--- config.mk ---
export PLATFORM = sky130hd
export DESIGN_NAME = mouse_master_sm_flat
export DESIGN_NICKNAME = d
export VERILOG_FILES = /design/src/rtl/mouse_master_sm_if.sv /design/src/rtl/mouse_master_sm.sv /design/src/flat_wrapper.sv
export SDC_FILE = /design/constraint.sdc
export NUM_CORES = 1
export LEC_CHECK = 0
export CORE_UTILIZATION = 50
export CTS_BUF_LIST = sky130_fd_sc_hd__clkbuf_8
export DETAILED_ROUTE_END_ITERATION = 10
export PLACE_DENSITY_LB_ADDON = 0.05
export SYNTH_ARGS = -nofsm -noshare
export SYNTH_HDL_FRONTEND = slang
export SYNTH_SLANG_ARGS = --single-unit
--- constraint.sdc ---
create_clock -name CLK -period 2 [get_ports CLK]
set_input_delay 0.3 -clock CLK [delete_from_list [all_inputs] [get_ports CLK]]
set_output_delay 0.3 -clock CLK [all_outputs]
set_load 0.05 [all_outputs]
--- src/rtl/mouse_master_sm_if.sv ---
// mouse_master_sm_if: transmitter/receiver handshake and mouse register bus; master = sequencer, slave = peers
interface mouse_master_sm_if;
  logic       SEND_BYTE;
  logic [7:0] BYTE_TO_SEND;
  logic       BYTE_SENT;
  logic       READ_ENABLE;
  logic [7:0] BYTE_READ;
  logic [1:0] BYTE_ERROR_CODE;
  logic       BYTE_READY;
  logic [7:0] MOUSE_STATUS;
  logic [7:0] MOUSE_DX;
  logic [7:0] MOUSE_DY;
  logic       SEND_INTERRUPT;
  logic [7:0] INIT_FAILS;
  logic [3:0] MASTER_STATE;
  modport master (
    input  BYTE_SENT, BYTE_READ, BYTE_ERROR_CODE, BYTE_READY,
    output SEND_BYTE, BYTE_TO_SEND, READ_ENABLE, MOUSE_STATUS, MOUSE_DX, MOUSE_DY,
           SEND_INTERRUPT, INIT_FAILS, MASTER_STATE
  );
  modport slave (
    output BYTE_SENT, BYTE_READ, BYTE_ERROR_CODE, BYTE_READY,
    input  SEND_BYTE, BYTE_TO_SEND, READ_ENABLE, MOUSE_STATUS, MOUSE_DX, MOUSE_DY,
           SEND_INTERRUPT, INIT_FAILS, MASTER_STATE
  );
endinterface

--- src/rtl/mouse_master_sm.sv ---
// mouse_master_sm: PS/2 mouse init/stream sequencer; CLK, RESET (sync active-low), m = tx/rx handshake + packet/status outputs
module mouse_master_sm #(
  parameter int POWERUP_CYCLES = 50000,
  parameter int TIMEOUT_CYCLES = 5000000
) (
  input logic CLK,
  input logic RESET,
  mouse_master_sm_if.master m
);
  typedef enum logic [3:0] {
    INIT, SEND_RST, WAIT_RST_SENT, WAIT_ACK1, WAIT_SELFTEST, WAIT_ID, SEND_EN,
    WAIT_EN_SENT, WAIT_ACK2, WAIT_STATUS, WAIT_DX, WAIT_DY, INTERRUPT
  } state_t;
  state_t state;
  logic [31:0] timer;
  logic [7:0] status_h, dx_h, exp_byte;
  logic good, expect_st, pkt_st, sent_st, tmo, progress, fail;
  always_comb begin
    good = m.BYTE_READY && m.BYTE_ERROR_CODE == 2'd0;
    expect_st = state inside {WAIT_ACK1, WAIT_SELFTEST, WAIT_ID, WAIT_ACK2};
    pkt_st = state inside {WAIT_DX, WAIT_DY};
    sent_st = state inside {WAIT_RST_SENT, WAIT_EN_SENT};
    exp_byte = state == WAIT_SELFTEST ? 8'hAA : state == WAIT_ID ? 8'h00 : 8'hFA;
    tmo = (expect_st || pkt_st || sent_st) && timer == 32'(TIMEOUT_CYCLES - 1);
    progress = (sent_st && m.BYTE_SENT) || (m.BYTE_READY && (expect_st || pkt_st));
    fail = (m.BYTE_READY && ((expect_st && (!good || m.BYTE_READ != exp_byte)) || (pkt_st && !good)))
        || (tmo && !progress);
  end
  assign m.MASTER_STATE = state;
  always_ff @(posedge CLK) begin
    if (!RESET) begin
      state <= INIT;
      timer <= '0;
      status_h <= '0;
      dx_h <= '0;
      m.SEND_BYTE <= 1'b0;
      m.BYTE_TO_SEND <= '0;
      m.READ_ENABLE <= 1'b0;
      m.MOUSE_STATUS <= '0;
      m.MOUSE_DX <= '0;
      m.MOUSE_DY <= '0;
      m.SEND_INTERRUPT <= 1'b0;
      m.INIT_FAILS <= '0;
    end else begin
      m.SEND_BYTE <= 1'b0;
      m.SEND_INTERRUPT <= 1'b0;
      timer <= timer + 32'd1;
      case (state)
        INIT: if (timer == 32'(POWERUP_CYCLES - 1)) begin state <= SEND_RST; timer <= '0; end
        SEND_RST: begin
          m.SEND_BYTE <= 1'b1;
          m.BYTE_TO_SEND <= 8'hFF;
          state <= WAIT_RST_SENT;
          timer <= '0;
        end
        WAIT_RST_SENT: if (m.BYTE_SENT) begin state <= WAIT_ACK1; m.READ_ENABLE <= 1'b1; timer <= '0; end
        WAIT_ACK1: if (good && m.BYTE_READ == 8'hFA) begin state <= WAIT_SELFTEST; timer <= '0; end
        WAIT_SELFTEST: if (good && m.BYTE_READ == 8'hAA) begin state <= WAIT_ID; timer <= '0; end
        WAIT_ID: if (good && m.BYTE_READ == 8'h00) begin state <= SEND_EN; m.READ_ENABLE <= 1'b0; timer <= '0; end
        SEND_EN: begin
          m.SEND_BYTE <= 1'b1;
          m.BYTE_TO_SEND <= 8'hF4;
          state <= WAIT_EN_SENT;
          timer <= '0;
        end
        WAIT_EN_SENT: if (m.BYTE_SENT) begin state <= WAIT_ACK2; m.READ_ENABLE <= 1'b1; timer <= '0; end
        WAIT_ACK2: if (good && m.BYTE_READ == 8'hFA) begin state <= WAIT_STATUS; timer <= '0; end
        WAIT_STATUS: if (good && m.BYTE_READ[3]) begin status_h <= m.BYTE_READ; state <= WAIT_DX; timer <= '0; end
        WAIT_DX: if (good) begin dx_h <= m.BYTE_READ; state <= WAIT_DY; timer <= '0; end
        WAIT_DY: if (good) begin
          m.MOUSE_STATUS <= status_h;
          m.MOUSE_DX <= dx_h;
          m.MOUSE_DY <= m.BYTE_READ;
          state <= INTERRUPT;
          timer <= '0;
        end
        INTERRUPT: begin m.SEND_INTERRUPT <= 1'b1; state <= WAIT_STATUS; timer <= '0; end
        default: begin state <= INIT; timer <= '0; end
      endcase
      // any protocol error or timeout overrides the per-state transition above
      if (fail) begin
        state <= INIT;
        timer <= '0;
        m.READ_ENABLE <= 1'b0;
        m.INIT_FAILS <= &m.INIT_FAILS ? m.INIT_FAILS : m.INIT_FAILS + 8'd1;
      end
    end
  end
endmodule

--- src/flat_wrapper.sv ---
// flat-port wrapper written by rule: the top's interface ports become plain ports
module mouse_master_sm_flat 
#(
  parameter int POWERUP_CYCLES = 50000,
  parameter int TIMEOUT_CYCLES = 5000000
)
  (CLK, RESET, m_BYTE_SENT, m_BYTE_READ, m_BYTE_ERROR_CODE, m_BYTE_READY, m_SEND_BYTE, m_BYTE_TO_SEND, m_READ_ENABLE, m_MOUSE_STATUS, m_MOUSE_DX, m_MOUSE_DY, m_SEND_INTERRUPT, m_INIT_FAILS, m_MASTER_STATE);
  mouse_master_sm_if m_i ();
  input logic CLK;
  input logic RESET;
  input wire logic [$bits(m_i.BYTE_SENT)-1:0] m_BYTE_SENT;
  input wire logic [$bits(m_i.BYTE_READ)-1:0] m_BYTE_READ;
  input wire logic [$bits(m_i.BYTE_ERROR_CODE)-1:0] m_BYTE_ERROR_CODE;
  input wire logic [$bits(m_i.BYTE_READY)-1:0] m_BYTE_READY;
  output wire logic [$bits(m_i.SEND_BYTE)-1:0] m_SEND_BYTE;
  output wire logic [$bits(m_i.BYTE_TO_SEND)-1:0] m_BYTE_TO_SEND;
  output wire logic [$bits(m_i.READ_ENABLE)-1:0] m_READ_ENABLE;
  output wire logic [$bits(m_i.MOUSE_STATUS)-1:0] m_MOUSE_STATUS;
  output wire logic [$bits(m_i.MOUSE_DX)-1:0] m_MOUSE_DX;
  output wire logic [$bits(m_i.MOUSE_DY)-1:0] m_MOUSE_DY;
  output wire logic [$bits(m_i.SEND_INTERRUPT)-1:0] m_SEND_INTERRUPT;
  output wire logic [$bits(m_i.INIT_FAILS)-1:0] m_INIT_FAILS;
  output wire logic [$bits(m_i.MASTER_STATE)-1:0] m_MASTER_STATE;
  assign m_i.BYTE_SENT = m_BYTE_SENT;
  assign m_i.BYTE_READ = m_BYTE_READ;
  assign m_i.BYTE_ERROR_CODE = m_BYTE_ERROR_CODE;
  assign m_i.BYTE_READY = m_BYTE_READY;
  assign m_SEND_BYTE = m_i.SEND_BYTE;
  assign m_BYTE_TO_SEND = m_i.BYTE_TO_SEND;
  assign m_READ_ENABLE = m_i.READ_ENABLE;
  assign m_MOUSE_STATUS = m_i.MOUSE_STATUS;
  assign m_MOUSE_DX = m_i.MOUSE_DX;
  assign m_MOUSE_DY = m_i.MOUSE_DY;
  assign m_SEND_INTERRUPT = m_i.SEND_INTERRUPT;
  assign m_INIT_FAILS = m_i.INIT_FAILS;
  assign m_MASTER_STATE = m_i.MASTER_STATE;
  mouse_master_sm #(.POWERUP_CYCLES(POWERUP_CYCLES), .TIMEOUT_CYCLES(TIMEOUT_CYCLES)) u_core (.CLK(CLK), .RESET(RESET), .m(m_i));
endmodule
==> summary.md <==
| Metric | Value |
|---|---|
| Share of layout cells above drive strength 1 | `between 20% and 30%` |
| Hold Crit Start | `m_BYTE_READ[0]` |
| GRT Util Overall | `approximately 27%` |
| Ys Warns | `0` |
| Fin util | `~78%` |
| Row count | `32` |
| Layout Cells excl Fill | `740` |
| Vias | `a little over 4000` |
| Number of synthesized flops with an enable pin | `0` |
| Synthesized Nets | `around 500` |
| IO Count | `between 60 and 70` |
| Status | `complete, but fails checks` |
| Critical path capture point type | `register` |
| Clk slew on worst S/H paths | `around 0.09 ns` |
| Relative slew slack | `around two thirds` |
| Maxcap violations | `0` |
| Vias per cell | `5.46` |
| FF+latch count, synth | `89` |
| Sequential share of the synthesized area | `44.4%` |
| Remaining antenna violation count | `0` |
| Failing checks | `setup timing` |
| Worst VDD drop | `just under 0.0004 V` |
| Final setup vio count | `36` |
| Chip width | `roughly 92 µm` |
| Gpl congestion | `~0.9` |
| Hold WS | `around 0.24 ns` |
| DR WL/cell | `roughly 15 µm` |
| Worst setup SP type | `register` |
| Final nets | `between 600 and 700` |
| Synth Instances | `slightly below 500` |
| Synth Flop Type | `dfxtp_1` |
| DRC | `0` |
| Reg2reg path depth | `12` |
| Input/output buffers | `60` |
| Num CTS Buffers | `9` |
| Met2 Use GR | `between 40% and 50%` |
| Crit path DAT | `2.42 ns` |
| Hold Fails Final Rpt | `0` |
| Layer with the highest usage | `met2` |
| Worst-path maximum fanout | `8` |
| WP data required | `around 2.3 ns` |
| Pre-CTS WS | `-0.884 ns` |
| Number of global-route vias before repair | `3844` |
| Leakage power | `~2.3 nW` |
| Crit Path Class | `reg2reg` |
| Inserted Diodes | `0` |
| Mapped Area | `4010 µm²` |
| First-pass GRT wire length | `between 15000 and 20000 µm` |
| Largest net degree at the start of global routing | `48` |
| Pre-Repair DR Iteration Count | `5` |
| Initial DRC count | `roughly 210` |
| RSZ-0062 raised after global routing | `yes` |
| GR Layer Usage met3 | `about 4.5%` |
| Clk Latency, worst-skew pair | `about 0.36 ns` |
| Area delta synth->final | `49.5%` |
| Post-CTS Hold Fix Bufs | `0` |
| Slew at the pin with the worst max-slew slack | `0.524 ns` |
| Synth unique cells | `52` |
| GRT met1 Usage | `around 34%` |
| WHS Path Cells | `3` |
| Async SR Flop Fraction | `0%` |
| RR Startpoint | `u_core.m.MASTER_STATE[2]$_SDFFE_PP0P_` |
| Slew Limit Fails | `0` |
| Number of H-tree levels | `3` |
| Tcrit/Tclk final | `106%` |
| Starting Density | `around 52%` |
| Syn_area_per_cell | `~8.3 µm²` |
| CORE AREA | `~7700 µm²` |
| Die height | `91.6 µm` |
| Clock sink count | `between 80 and 90` |
| WL final | `11300 µm` |
| Worst R2R Setup Slack | `-0.12 ns` |
| Pwr/cell area | `536 nW/µm²` |
| FMAX | `471 MHz` |
| Root Driver | `clkbuf_8` |
| Estimated wirelength of the detail-placed design | `between 7000 and 8000 µm` |
| Placed insts | `~700` |
| Setup ws final | `-0.121 ns` |
| Hold Path Class | `in2reg` |
| Skew final | `0.00951 ns` |
| Worst flop-to-flop path endpoint | `u_core.timer[15]$_SDFF_PP0_` |
| Hold Path End | `u_core.m.MOUSE_DY[0]$_SDFFE_PN0P_` |
| Tmin final | `about 2.1 ns` |
| CTS Buffer Depth | `2` |
| GRT overflow | `0` |
| Initial antenna violation count | `0` |
| Total die area | `approximately 8400 µm²` |
| CTS tree | `yes` |
routing by layer:
layer / part of all wire, % / wire (µm) / vias to the layer above
li1: - / - / 1935
met1: 43 / 4870 / 1926
met2: 49 / 5540 / 151
met3: 5.5 / 624 / 28
met4: 2.2 / 251 / 0
met5: 0 / 0 / -
synth_stat cells (5+ instances only):
library cell / count / area share, %
inv_1: 11 / 1.0
xnor2_1: 17 / 3.7
nand2b_1: 5 / 0.78
dfxtp_1: 89 / 44
mux2i_1: 18 / 4.5
nand2_1: 72 / 6.7
and3_1: 8 / 1.2
buf_2: 6 / 0.75
nor4_1: 9 / 1.4
buf_4: 7 / 1.3
nand3_1: 18 / 2.2
nor3_1: 14 / 1.7
a21o_1: 5 / 0.94
xor2_1: 15 / 3.3
o21ai_0: 7 / 0.87
nand4_1: 9 / 1.4
a21oi_1: 41 / 5.1
clkbuf_1: 13 / 1.2
nor2_1: 75 / 7.0
sequential cells by signal, indices dropped and copies added (netlist names):
name	cells
u_core.m.MOUSE_DX	8
u_core.dx_h	8
u_core.m.BYTE_TO_SEND	2
u_core.m.READ_ENABLE	1
u_core.status_h	8
u_core.timer	32
u_core.m.SEND_INTERRUPT	1
u_core.m.INIT_FAILS	8
u_core.m.MOUSE_STATUS	8
u_core.m.MASTER_STATE	4
u_core.m.SEND_BYTE	1
u_core.m.MOUSE_DY	8
metrics by stage:
stage / power [mW] / setup TNS, ns / area (µm²)
3_3_place_gp: 1.95 / -31.66 / 5310
4_1_cts: 3.23 / -1.30 / 5890
3_5_place_dp: 1.95 / -38.55 / 5310
6_report: 3.22 / -1.85 / 6000
2_1_floorplan: 1.87 / 0 / 4070
5_1_grt: 3.31 / -5.63 / 6000
cells by family (layout without fill, tap and decap cells):
group           count (synthesis)  in the layout  share of synthesized area (%)
fa+ha+maj                       2              2                          0.624
compound gates                 65             65                           9.61
simple gates                  237            237                           28.5
buf+inv                        42            195                           5.37
mux                            18             18                           4.49
flops                          89             89                           44.4
xor+xnor                       32             32                           6.99
repair_timing:
action,CTS,global route
pin swaps,22,15
resized for setup,71,21
setup endpoints to repair,45,44
hold endpoints to repair,0,0
setup buffers,13,10
cloned,2,0
power breakdown:
part | switching [mW] | internal (mW) | leakage (nW) | total, mW
Combinational | 0.0865 | 0.0891 | 1.45 | 0.176
Sequential | 0.00478 | 1.77 | 0.722 | 1.78
Clock | 0.676 | 0.588 | 0.0960 | 1.26
Total | 0.767 | 2.45 | 2.26 | 3.22
how the worst max path moves through the flow:
stage | startpoint | endpoint | slack [ns] | cells after the start
after floorplan | u_core.m.MASTER_STATE[3]$_SDFFE_PP0P_ | u_core.m.INIT_FAILS[1]$_SDFFE_PN0P_ | 0.0005 | 9
after global placement | m_BYTE_READ[2] | u_core.m.INIT_FAILS[1]$_SDFFE_PN0P_ | -0.74 | 8
after detailed placement | m_BYTE_READ[2] | u_core.m.INIT_FAILS[1]$_SDFFE_PN0P_ | -0.88 | 8
after CTS | m_BYTE_READ[4] | u_core.timer[15]$_SDFF_PP0_ | -0.07 | 10
after global routing | u_core.m.MASTER_STATE[3]$_SDFFE_PP0P_ | u_core.timer[2]$_SDFF_PP0_ | -0.22 | 10
final | u_core.m.MASTER_STATE[2]$_SDFFE_PP0P_ | u_core.timer[15]$_SDFF_PP0_ | -0.12 | 12
cell usage in the layout, fill, tap and decap left out, types with 3 or more instances in the layout:
cell / n
nor3_1: 8
dfxtp_1: 81
xnor2_1: 16
or3_1: 4
dfxtp_2: 4
a21oi_1: 40
clkdlybuf4s50_1: 47
nand4_1: 9
mux2i_1: 18
a21o_1: 5
nor4_1: 6
xor2_1: 14
nor3_2: 6
nor4bb_2: 3
buf_6: 4
clkinv_4: 3
buf_8: 3
nand3_1: 18
clkbuf_8: 9
and3_1: 6
nor4_2: 3
nor2_1: 63
inv_1: 11
nand2_1: 70
nor2_4: 6
dfxtp_4: 4
buf_4: 96
dlygate4sd2_1: 7
nor2_2: 6
buf_12: 7
nand2b_4: 3
o21ai_0: 6
worst max-delay path: stages, from the launching register on:
cell and delay [ns]:
dfxtp_4 0.38, buf_4 0.15, buf_4 0.13, nand2b_4 0.07, buf_4 0.14, nor2_1 0.05, a21oi_1 0.14, and3_4 0.25
o21ai_4 0.07, or2_4 0.30, buf_12 0.14, buf_16 0.13, nor2_2 0.11
area by class of cell:
class | instances | area, µm²
Clock inverter | 7 | 80.1
Tap cell | 102 | 128
Timing Repair Buffer | 168 | 1530
Multi-Input combinational cell | 354 | 2290
Fill cell | 537 | 1730
Inverter | 11 | 41.3
Clock buffer | 9 | 124
Sequential cell | 89 | 1800
Power figures use the tool's default switching activity.
